--- src/rtl/axis_i2s_pkg.sv ---
// Shared definitions for the I2S transmit scheduler: default word width,
// scheduler FSM states, source-select encoding and a saturating increment.
`timescale 1ns/1ps
package axis_i2s_pkg;

  localparam int DATA_W_DEFAULT = 64;
  localparam int CNT_W          = 16;

  typedef enum logic [1:0] {
    ST_IDLE      = 2'd0,
    ST_WAIT_TICK = 2'd1,
    ST_FETCH     = 2'd2,
    ST_PRESENT   = 2'd3
  } sched_state_e;

  typedef enum logic {
    SRC_DMA  = 1'b0,
    SRC_TONE = 1'b1
  } src_sel_e;

  // Event counters stick at all-ones instead of wrapping back to zero.
  function automatic logic [CNT_W-1:0] sat_inc(input logic [CNT_W-1:0] v);
    return (v == 16'hFFFF) ? v : (v + 16'd1);
  endfunction

endpackage

--- src/rtl/axis_i2s_tx_sched_if.sv ---
// AXI-Stream style bundle used for both sample sources and the I2S-side sink.
`timescale 1ns/1ps
interface axis_i2s_tx_sched_if #(
  parameter int DATA_W = axis_i2s_pkg::DATA_W_DEFAULT
);

  logic [DATA_W-1:0] tdata;
  logic              tvalid;
  logic              tlast;
  logic              tready;

  modport master (output tdata, output tvalid, output tlast, input tready);
  modport slave  (input tdata, input tvalid, input tlast, output tready);

endinterface

--- src/rtl/axis_i2s_frame_tick.sv ---
// Free-running frame counter; strobes frame_tick on the last cycle of a frame.
`timescale 1ns/1ps
module axis_i2s_frame_tick #(
  parameter int FRAME_BITS = 8
) (
  input  logic aclk,
  input  logic resetn,
  input  logic enable,
  output logic frame_tick
);

  localparam logic [FRAME_BITS-1:0] CNT_MAX = {FRAME_BITS{1'b1}};
  localparam logic [FRAME_BITS-1:0] CNT_ONE = {{(FRAME_BITS-1){1'b0}}, 1'b1};

  logic [FRAME_BITS-1:0] cnt_r;
  logic [FRAME_BITS-1:0] cnt_nxt_s;
  logic                  tick_r;

  // Next counter value: count while enabled, park at zero otherwise.
  always_comb begin
    cnt_nxt_s = {FRAME_BITS{1'b0}};
    if (enable) begin
      cnt_nxt_s = cnt_r + CNT_ONE;
    end else begin
      cnt_nxt_s = {FRAME_BITS{1'b0}};
    end
  end

  // Counter register; the tick is registered so it lines up with cnt_r == max.
  always_ff @(posedge aclk or negedge resetn) begin
    if (!resetn) begin
      cnt_r  <= {FRAME_BITS{1'b0}};
      tick_r <= 1'b0;
    end else begin
      cnt_r  <= cnt_nxt_s;
      tick_r <= (cnt_nxt_s == CNT_MAX);
    end
  end

  assign frame_tick = tick_r;

endmodule

--- src/rtl/axis_i2s_tx_sched.sv ---
// Frame-paced scheduler: once per frame fetches one word from the granted
// source and presents it to the I2S transmitter, tracking under/overruns.
`timescale 1ns/1ps
module axis_i2s_tx_sched
  import axis_i2s_pkg::*;
#(
  parameter int FRAME_BITS = 8,
  parameter int DATA_W     = DATA_W_DEFAULT
) (
  input  logic                        aclk,
  input  logic                        resetn,
  axis_i2s_tx_sched_if.slave          s0_axis,
  axis_i2s_tx_sched_if.slave          s1_axis,
  axis_i2s_tx_sched_if.master         m_axis,
  input  logic                        cfg_enable,
  input  logic                        cfg_src_sel,
  input  logic                        cfg_mute,
  output logic                        active_src,
  output logic                        frame_tick,
  output logic [15:0]                 underrun_cnt,
  output logic [15:0]                 overrun_cnt
);

  sched_state_e      state_r;
  sched_state_e      state_nxt_s;
  logic              fetch_nxt_s;
  logic              grant_nxt_s;
  logic              sel_valid_s;
  logic              sel_tlast_s;
  logic [DATA_W-1:0] sel_tdata_s;

  logic              active_src_r;
  logic              last_tlast_r;   // 1 = packet boundary reached, switching allowed
  logic              s0_tready_r;
  logic              s1_tready_r;
  logic              m_tvalid_r;
  logic              m_tlast_r;
  logic [DATA_W-1:0] m_tdata_r;
  logic [15:0]       underrun_r;
  logic [15:0]       overrun_r;

  axis_i2s_frame_tick #(
    .FRAME_BITS (FRAME_BITS)
  ) u_frame_tick (
    .aclk       (aclk),
    .resetn     (resetn),
    .enable     (cfg_enable),
    .frame_tick (frame_tick)
  );

  // Scheduler next state; dropping cfg_enable always returns to IDLE.
  always_comb begin
    state_nxt_s = state_r;
    if (!cfg_enable) begin
      state_nxt_s = ST_IDLE;
    end else begin
      case (state_r)
        ST_IDLE:      state_nxt_s = ST_WAIT_TICK;
        ST_WAIT_TICK: state_nxt_s = frame_tick ? ST_FETCH : ST_WAIT_TICK;
        ST_FETCH:     state_nxt_s = ST_PRESENT;
        ST_PRESENT: begin
          if (frame_tick) begin
            state_nxt_s = ST_FETCH;
          end else if (m_axis.tready) begin
            state_nxt_s = ST_WAIT_TICK;
          end else begin
            state_nxt_s = ST_PRESENT;
          end
        end
        default:      state_nxt_s = ST_IDLE;
      endcase
    end
  end

  // Grant for the upcoming fetch and the data path of the current grant.
  always_comb begin
    fetch_nxt_s = (state_nxt_s == ST_FETCH);
    grant_nxt_s = active_src_r;
    if (last_tlast_r) begin
      grant_nxt_s = cfg_src_sel;
    end else begin
      grant_nxt_s = active_src_r;
    end
    if (active_src_r == SRC_TONE) begin
      sel_valid_s = s1_axis.tvalid;
      sel_tlast_s = s1_axis.tlast;
      sel_tdata_s = s1_axis.tdata;
    end else begin
      sel_valid_s = s0_axis.tvalid;
      sel_tlast_s = s0_axis.tlast;
      sel_tdata_s = s0_axis.tdata;
    end
  end

  // State register.
  always_ff @(posedge aclk or negedge resetn) begin
    if (!resetn) begin
      state_r <= ST_IDLE;
    end else begin
      state_r <= state_nxt_s;
    end
  end

  // Source grant and one-cycle tready pulse, decided on the edge entering FETCH.
  always_ff @(posedge aclk or negedge resetn) begin
    if (!resetn) begin
      active_src_r <= SRC_DMA;
      s0_tready_r  <= 1'b0;
      s1_tready_r  <= 1'b0;
    end else begin
      s0_tready_r <= fetch_nxt_s && (grant_nxt_s == SRC_DMA);
      s1_tready_r <= fetch_nxt_s && (grant_nxt_s == SRC_TONE);
      if (fetch_nxt_s) begin
        active_src_r <= grant_nxt_s;
      end else begin
        active_src_r <= active_src_r;
      end
    end
  end

  // Word capture, presentation to the sink and under/overrun accounting.
  always_ff @(posedge aclk or negedge resetn) begin
    if (!resetn) begin
      m_tdata_r    <= {DATA_W{1'b0}};
      m_tvalid_r   <= 1'b0;
      m_tlast_r    <= 1'b0;
      last_tlast_r <= 1'b1;
      underrun_r   <= 16'd0;
      overrun_r    <= 16'd0;
    end else begin
      case (state_r)
        ST_IDLE: begin
          // Leaving IDLE always allows a fresh source choice.
          last_tlast_r <= 1'b1;
          m_tvalid_r   <= 1'b0;
        end
        ST_FETCH: begin
          if (sel_valid_s) begin
            m_tdata_r    <= cfg_mute ? {DATA_W{1'b0}} : sel_tdata_s;
            m_tlast_r    <= sel_tlast_s;
            last_tlast_r <= sel_tlast_s;
          end else begin
            // Underrun: emit silence and treat it as a packet boundary.
            m_tdata_r    <= {DATA_W{1'b0}};
            m_tlast_r    <= 1'b0;
            last_tlast_r <= 1'b1;
            underrun_r   <= sat_inc(underrun_r);
          end
          m_tvalid_r <= (state_nxt_s == ST_PRESENT);
        end
        ST_PRESENT: begin
          if (!cfg_enable) begin
            m_tvalid_r <= 1'b0;
          end else if (m_axis.tready) begin
            m_tvalid_r <= 1'b0;
          end else if (frame_tick) begin
            // Sink missed the whole frame: drop the held word.
            m_tvalid_r <= 1'b0;
            overrun_r  <= sat_inc(overrun_r);
          end else begin
            m_tvalid_r <= 1'b1;
          end
        end
        default: begin
          m_tvalid_r <= 1'b0;
        end
      endcase
    end
  end

  assign s0_axis.tready = s0_tready_r;
  assign s1_axis.tready = s1_tready_r;
  assign m_axis.tdata   = m_tdata_r;
  assign m_axis.tvalid  = m_tvalid_r;
  assign m_axis.tlast   = m_tlast_r;
  assign active_src     = active_src_r;
  assign underrun_cnt   = underrun_r;
  assign overrun_cnt    = overrun_r;

endmodule

--- src/flat_wrapper.sv ---
// flat-port wrapper written by rule: the top's interface ports become plain ports
module axis_i2s_tx_sched_flat import axis_i2s_pkg::*;
#(
  parameter int FRAME_BITS = 8,
  parameter int DATA_W     = DATA_W_DEFAULT
)
  (aclk, resetn, cfg_enable, cfg_src_sel, cfg_mute, active_src, frame_tick, underrun_cnt, overrun_cnt, s0_axis_tdata, s0_axis_tvalid, s0_axis_tlast, s0_axis_tready, s1_axis_tdata, s1_axis_tvalid, s1_axis_tlast, s1_axis_tready, m_axis_tdata, m_axis_tvalid, m_axis_tlast, m_axis_tready);
  axis_i2s_tx_sched_if #(.DATA_W(DATA_W)) s0_axis_i ();
  axis_i2s_tx_sched_if #(.DATA_W(DATA_W)) s1_axis_i ();
  axis_i2s_tx_sched_if #(.DATA_W(DATA_W)) m_axis_i ();
  input  logic aclk;
  input  logic resetn;
  input  logic cfg_enable;
  input  logic cfg_src_sel;
  input  logic cfg_mute;
  output logic active_src;
  output logic frame_tick;
  output logic [15:0] underrun_cnt;
  output logic [15:0] overrun_cnt;
  input wire logic [$bits(s0_axis_i.tdata)-1:0] s0_axis_tdata;
  input wire logic [$bits(s0_axis_i.tvalid)-1:0] s0_axis_tvalid;
  input wire logic [$bits(s0_axis_i.tlast)-1:0] s0_axis_tlast;
  output wire logic [$bits(s0_axis_i.tready)-1:0] s0_axis_tready;
  input wire logic [$bits(s1_axis_i.tdata)-1:0] s1_axis_tdata;
  input wire logic [$bits(s1_axis_i.tvalid)-1:0] s1_axis_tvalid;
  input wire logic [$bits(s1_axis_i.tlast)-1:0] s1_axis_tlast;
  output wire logic [$bits(s1_axis_i.tready)-1:0] s1_axis_tready;
  output wire logic [$bits(m_axis_i.tdata)-1:0] m_axis_tdata;
  output wire logic [$bits(m_axis_i.tvalid)-1:0] m_axis_tvalid;
  output wire logic [$bits(m_axis_i.tlast)-1:0] m_axis_tlast;
  input wire logic [$bits(m_axis_i.tready)-1:0] m_axis_tready;
  assign s0_axis_i.tdata = s0_axis_tdata;
  assign s0_axis_i.tvalid = s0_axis_tvalid;
  assign s0_axis_i.tlast = s0_axis_tlast;
  assign s0_axis_tready = s0_axis_i.tready;
  assign s1_axis_i.tdata = s1_axis_tdata;
  assign s1_axis_i.tvalid = s1_axis_tvalid;
  assign s1_axis_i.tlast = s1_axis_tlast;
  assign s1_axis_tready = s1_axis_i.tready;
  assign m_axis_tdata = m_axis_i.tdata;
  assign m_axis_tvalid = m_axis_i.tvalid;
  assign m_axis_tlast = m_axis_i.tlast;
  assign m_axis_i.tready = m_axis_tready;
  axis_i2s_tx_sched #(.FRAME_BITS(FRAME_BITS), .DATA_W(DATA_W)) u_core (.aclk(aclk), .resetn(resetn), .s0_axis(s0_axis_i), .s1_axis(s1_axis_i), .m_axis(m_axis_i), .cfg_enable(cfg_enable), .cfg_src_sel(cfg_src_sel), .cfg_mute(cfg_mute), .active_src(active_src), .frame_tick(frame_tick), .underrun_cnt(underrun_cnt), .overrun_cnt(overrun_cnt));
endmodule
--- config.mk ---
export PLATFORM = sky130hd
export DESIGN_NAME = axis_i2s_tx_sched_flat
export DESIGN_NICKNAME = d
export VERILOG_FILES = /design/src/rtl/axis_i2s_pkg.sv /design/src/rtl/axis_i2s_tx_sched_if.sv /design/src/rtl/axis_i2s_frame_tick.sv /design/src/rtl/axis_i2s_tx_sched.sv /design/src/flat_wrapper.sv
export SDC_FILE = /design/constraint.sdc
export NUM_CORES = 1
export LEC_CHECK = 0
export BUFFER_PORTS_ARGS = -buffer_cell sky130_fd_sc_hd__buf_2
export CELL_PAD_IN_SITES_DETAIL_PLACEMENT = 0
export CELL_PAD_IN_SITES_GLOBAL_PLACEMENT = 1
export CORE_MARGIN = 5
export CORE_UTILIZATION = 39
export CTS_BUF_LIST = sky130_fd_sc_hd__clkbuf_4
export DETAILED_ROUTE_END_ITERATION = 7
export GPL_TIMING_DRIVEN = 0
export PLACE_DENSITY = 0.85
export SYNTH_ARGS = -nofsm -noshare
export SYNTH_HDL_FRONTEND = slang
export SYNTH_SLANG_ARGS = --single-unit
--- constraint.sdc ---
create_clock -name aclk -period 5.6 [get_ports aclk]
set_input_delay 0.84 -clock aclk [delete_from_list [all_inputs] [get_ports aclk]]
set_output_delay 0.84 -clock aclk [all_outputs]
set_load 0.03 [all_outputs]
[Yosys cells after proc, flatten, opt, wreduce, memory -nomap -nowiden]
Index checks and enable logic that the tools add are counted.
Cells by class
  add/sub/neg operators: 3
  $mul: 0
  divide/modulo/power cells: 0
  magnitude comparators: 0
  equality and inequality tests: 8
  shifts and indexed selects: 0
  muxes and demuxes: 19
  bitwise operators: 5
  reductions and logical operators: 6
Operator list (number)
  2-to-1 mux 64 bit: 3
  adder 16 x 1 -> 16 bit, second input constant: 2
  equality test 16 bit, second input constant: 2
  adder 8 x 1 -> 8 bit, second input constant: 1
  equality test 2 bit, second input constant: 4
  equality test 8 bit, second input constant: 1
  2-to-1 mux 1 bit: 8
  2-to-1 mux 2 bit: 4
  2-to-1 mux 8 bit: 1
  case mux 2 bit (4 select lines): 1
  inverter 1 bit: 5
  AND reduction 5 bit: 1
  case mux 1 bit (2 select lines): 2
  AND reduction 3 bit: 1
  equality test 2 x 1 -> 1 bit, second input constant: 1
  logical AND 1 bit: 2
  logical NOT 2 bit: 1
  nonzero test 2 bit: 1
Storage, ports and cells
  register bits: 113
  latch bits: 0
  memory bits (writable): 0
  bits in read-only memories: 0
  logic and storage cells: 53
  memories: 0

[Longest topological paths before layout]
  depth after elaboration: 6
  depth in mapped cells: 6
  mapped depth without buffers: 5

[Hierarchy]
Synthesis repeated with hierarchy kept, for this count alone.
Unflattened totals
  cells, all modules: 484
  area total of the unflattened synthesis: 5297.6 µm²
Modules (own cells, without submodules)
  axis_i2s_tx_sched: times used 1, cells each 449, area each 4884.7 µm², sequential area each 2603.7 µm²
  axis_i2s_frame_tick: times used 1, cells each 35, area each 412.9 µm², sequential area each 225.2 µm²

[Worst setup path before layout]
OpenSTA, ideal clock, no wires.
  path type: input to register
  start point: input m_axis_tready
  end point: register u_core.overrun_r[10], in the netlist u_core.overrun_cnt[10]
  arrival time: 1993 ps
  setup slack: 3527 ps
  cell stages on the path: 4
  cell sequence: nand2b_1 > or4_4 > nor4b_2 > xor2_1
On the way
  cells in the longest elaborated chain, start to end: 2
Ends and longest elaborated chain
  start, declared: line flat_wrapper.sv:31  | input wire logic [$bits(m_axis_i.tready)-1:0] m_axis_tready;
  inverter 1 bit (no line)
  AND reduction 5 bit (no line)
  end signal, assigned: line axis_i2s_tx_sched.sv:159  | overrun_r <= sat_inc(overrun_r);
  end, declared: line axis_i2s_tx_sched.sv:40  | logic [15:0] overrun_r;
Every way passes these cells.
A chain may end at the register's enable or synchronous reset.

[Worst setup path after layout]
  start point: register u_core.active_src_r, in the netlist u_core.active_src
  end point: register u_core.underrun_r[14], in the netlist u_core.underrun_cnt[14]
On the way
  cells in the longest elaborated chain, start to end: 3
Ends and longest elaborated chain
  start, declared: line axis_i2s_tx_sched.sv:32  | logic active_src_r;
  start signal, assigned: line axis_i2s_tx_sched.sv:114  | active_src_r <= grant_nxt_s;
  start signal, assigned: line axis_i2s_tx_sched.sv:116  | active_src_r <= active_src_r;
  2-to-1 mux 1 bit: line axis_i2s_tx_sched.sv:84  | if (active_src_r == SRC_TONE) begin
  inverter 1 bit (no line)
  AND reduction 3 bit (no line)
  end signal, assigned: line axis_i2s_tx_sched.sv:147  | underrun_r <= sat_inc(underrun_r);
  end, declared: line axis_i2s_tx_sched.sv:39  | logic [15:0] underrun_r;
Every way passes these cells.

==> results.cfg <==
[grt]
grt_overflow = 0
grt_max_degree = 59
grt_pass1_vias = 4848
grt_use_total_pct = 18.6
grt_pass1_wl_um = 23900
grt-busiest-layer = met2
gr-usage-met1_pct = 22.2
met2_usage_pct = 31.6
grt_antenna_before_repair = 1
grtUsageMet3_pct = 5.55

[timing]
min_period_ps = 2330
slew_headroom_pct = 40.1
max_freq_ghz = 0.429
post-route-period-util_pct = 41.6
whs_ps = 400
clock_skew_ps = 10.9
slew_viol_final = 0
fin_tns_setup_ps = 0
tightest_slew_ps = 899
rsz0062_at_grt = no
finalHoldViolCount = 0
setup_viol = 0

[worst_setup_path]
endpoint_kind = flip-flop
path_cells = clkbuf_1, mux2_2, nor4_2, nand4_1, xnor2_1
cp_max_fo = 9
cp.arrival_ps = 2710
slowest_delay_ps = 550
worstPathRequired_ps = 5990
reg2reg_depth = 5
worstSetupPathType = flip-flop to flip-flop
startpoint_type = flip-flop
crit_slowest_cell = nor4_2

[synth]
async_flop_share_pct = 100
synth-seq-area-share_pct = 53.7
synthesis.nets = 631
yosysWarnings = 0
syn_inst = 490
avgSynthCellArea_um2 = 10.8
synth_edf_count = 0
synthDistinctLibCells = 44
syn_area_um2 = 5270
synth-main-ff-cell = dfrtp_1
ys_seq_elements = 113

[status]
status = finished, final reports clean

[layout]
nets = 890
fin_area_um2 = 6940
final_common_cell = buf_2
syn2layout_area_growth_pct = 31.7
fin_util_pct = 52.4
layout-drive-gt1-share_pct = 37.1
finalNonFillerCells = 938
layout_common_cells = 240 x buf_2, 112 x dfrtp_1, 79 x nand2_1, 66 x mux2i_1, 63 x o21ai_0

[route]
detail_route.iter0.violations = 284
route.detailed.drc = 0
routedWlPerCell_um = 15.6
first_pass_iters = 4
viasPerCell = 4.95
vias = 4646
postRouteAntennaNets = 0
drt-total-wl_um = 14600

[floorplanning]
num_rows = 42
die-area_um2 = 15900
start_util_pct = 39.8
ioPinCount = 240
fp.coreArea_um2 = 13200
fp.dieH_um = 126
die_w_um = 126

[power]
sw_frac_of_total_pct = 23.1
power_density_nw_per_um2 = 203
p_comb_share_pct = 6.3
clkPwrFrac_pct = 35.7
p_int_mw = 1.09
netSwitchingPower_uw = 327
ir_drop_mv = 0.111
p_leak_nw = 3.40
power_frac_seq_pct = 58.0

[cts]
clkTransAtPathRegs_ps = 90
clk_latency_ps = 500
cts_buffers = 17
cts_setup_buffers = 0
postCtsResizedCells = 0
clock-root-buffer = clkbuf_4
cts_tree = done
cts_max_path_buffers = 2
cts_hold_buf = 0
cts.htree.levels = 4
clock-sinks = 113

[placement]
gp_congestion = 0.834
portBuffers = 239
placedCellCount = 906
place_area_um2 = 6720
hpwlAfterDp_um = 11400

[worst_hold_path]
hold_path_class = primary input to async pin

[run]
drv_cap = 0
## power groups by stage
stage | clock network (mW) | logic (mW) | registers, mW
floorplan | 0 | 0.0190 | 0.835
global placement | 0 | 0.0860 | 0.836
detailed placement | 0 | 0.0917 | 0.836
CTS | 0.529 | 0.0920 | 0.820
global route | 0.569 | 0.103 | 0.820
finish | 0.504 | 0.0894 | 0.819
## state kept, by name (all words and copies together) (netlist names)
| name | flops |
|---|---|
| u_core.m_axis.tdata | 64 |
| u_core.overrun_cnt | 16 |
| u_core.underrun_cnt | 16 |
| u_core.u_frame_tick.cnt_r | 8 |
| u_core.state_r | 2 |
| u_core.active_src | 1 |
| u_core.last_tlast_r | 1 |
| u_core.m_axis.tlast | 1 |
| u_core.m_axis.tvalid | 1 |
| u_core.s0_axis.tready | 1 |
| u_core.s1_axis.tready | 1 |
| u_core.u_frame_tick.frame_tick | 1 |
## cell usage after synthesis, drive strengths merged, types with 2 or more instances
library cell	instances	share of area (%)
dfrtp	112	53
nand2	79	5.6
o21ai	67	6.4
mux2i	66	13
clkbuf	22	1.6
xor2	17	2.8
xnor2	13	2.2
nand3	11	1.1
nand4	11	1.3
and2	10	1.2
nor2	8	0.57
and3	7	0.83
mux2	7	1.5
nor3	7	0.66
nor4	5	1.3
a21oi	4	0.38
and4	4	0.66
a21boi	3	0.43
a31oi	3	0.36
ha	3	0.71
inv	3	0.21
nor2b	3	0.36
nor4b	3	0.74
o211ai	3	0.43
or3	3	0.36
buf	2	0.19
nand2b	2	0.24
nor3b	2	0.28
or4	2	0.36
## final timing paths
| check | to | slack (ps) | startpoint |
|---|---|---|---|
| worst max-delay path | u_core.underrun_cnt[14] | 3270 | u_core.active_src |
| max in group asynchronous | u_core.m_axis.tdata[58] | 4460 | resetn |
| min in group aclk | u_core.m_axis.tlast | 480 | u_core.m_axis.tlast |
| worst min-delay path | u_core.overrun_cnt[1] | 400 | resetn |
| worst max register to register | u_core.underrun_cnt[14] | 3270 | u_core.active_src |
| worst min register to register | u_core.m_axis.tlast | 480 | u_core.m_axis.tlast |
## metal layers
metal	vias up	share of wire, %
li1	2251	-
met1	2190	40
met2	184	50
met3	21	7.7
met4	0	2.0
met5	-	0
## critical path: cells and delay by family, from the launching register on
kind	cells	cell delay, ps
xor gates and xnor gates	1	160
muxes	1	450
buffers and inverters	1	530
and+or+nand+nor	2	740
DFF	1	350
## final cells by class
| class | instances | area [µm²] |
|---|---|---|
| inverter | 3 | 11.3 |
| clock buffer | 20 | 150 |
| timing repair buffer | 240 | 1230 |
| sequential | 113 | 2830 |
| buffer | 24 | 92.6 |
| antenna | 1 | 2.50 |
| fill | 1271 | 6300 |
| multi-input combinational | 350 | 2340 |
| clock inverter | 11 | 72.6 |
| tap | 176 | 220 |
## per-stage QoR
step	worst slack, ps	total power [mW]
detailed placement	3210	0.927
floorplan	3530	0.854
global placement	2380	0.922
global route	3010	1.49
CTS	3170	1.44
finish	3270	1.41
## kinds of logic after synthesis
group	synth area share, %
flops	53.7
mux	14.0
buf+inv	1.97
xor+xnor	4.98
compound gates	8.45
simple gates	16.2
fa+ha+maj	0.712
Power figures use the tool's default switching activity.
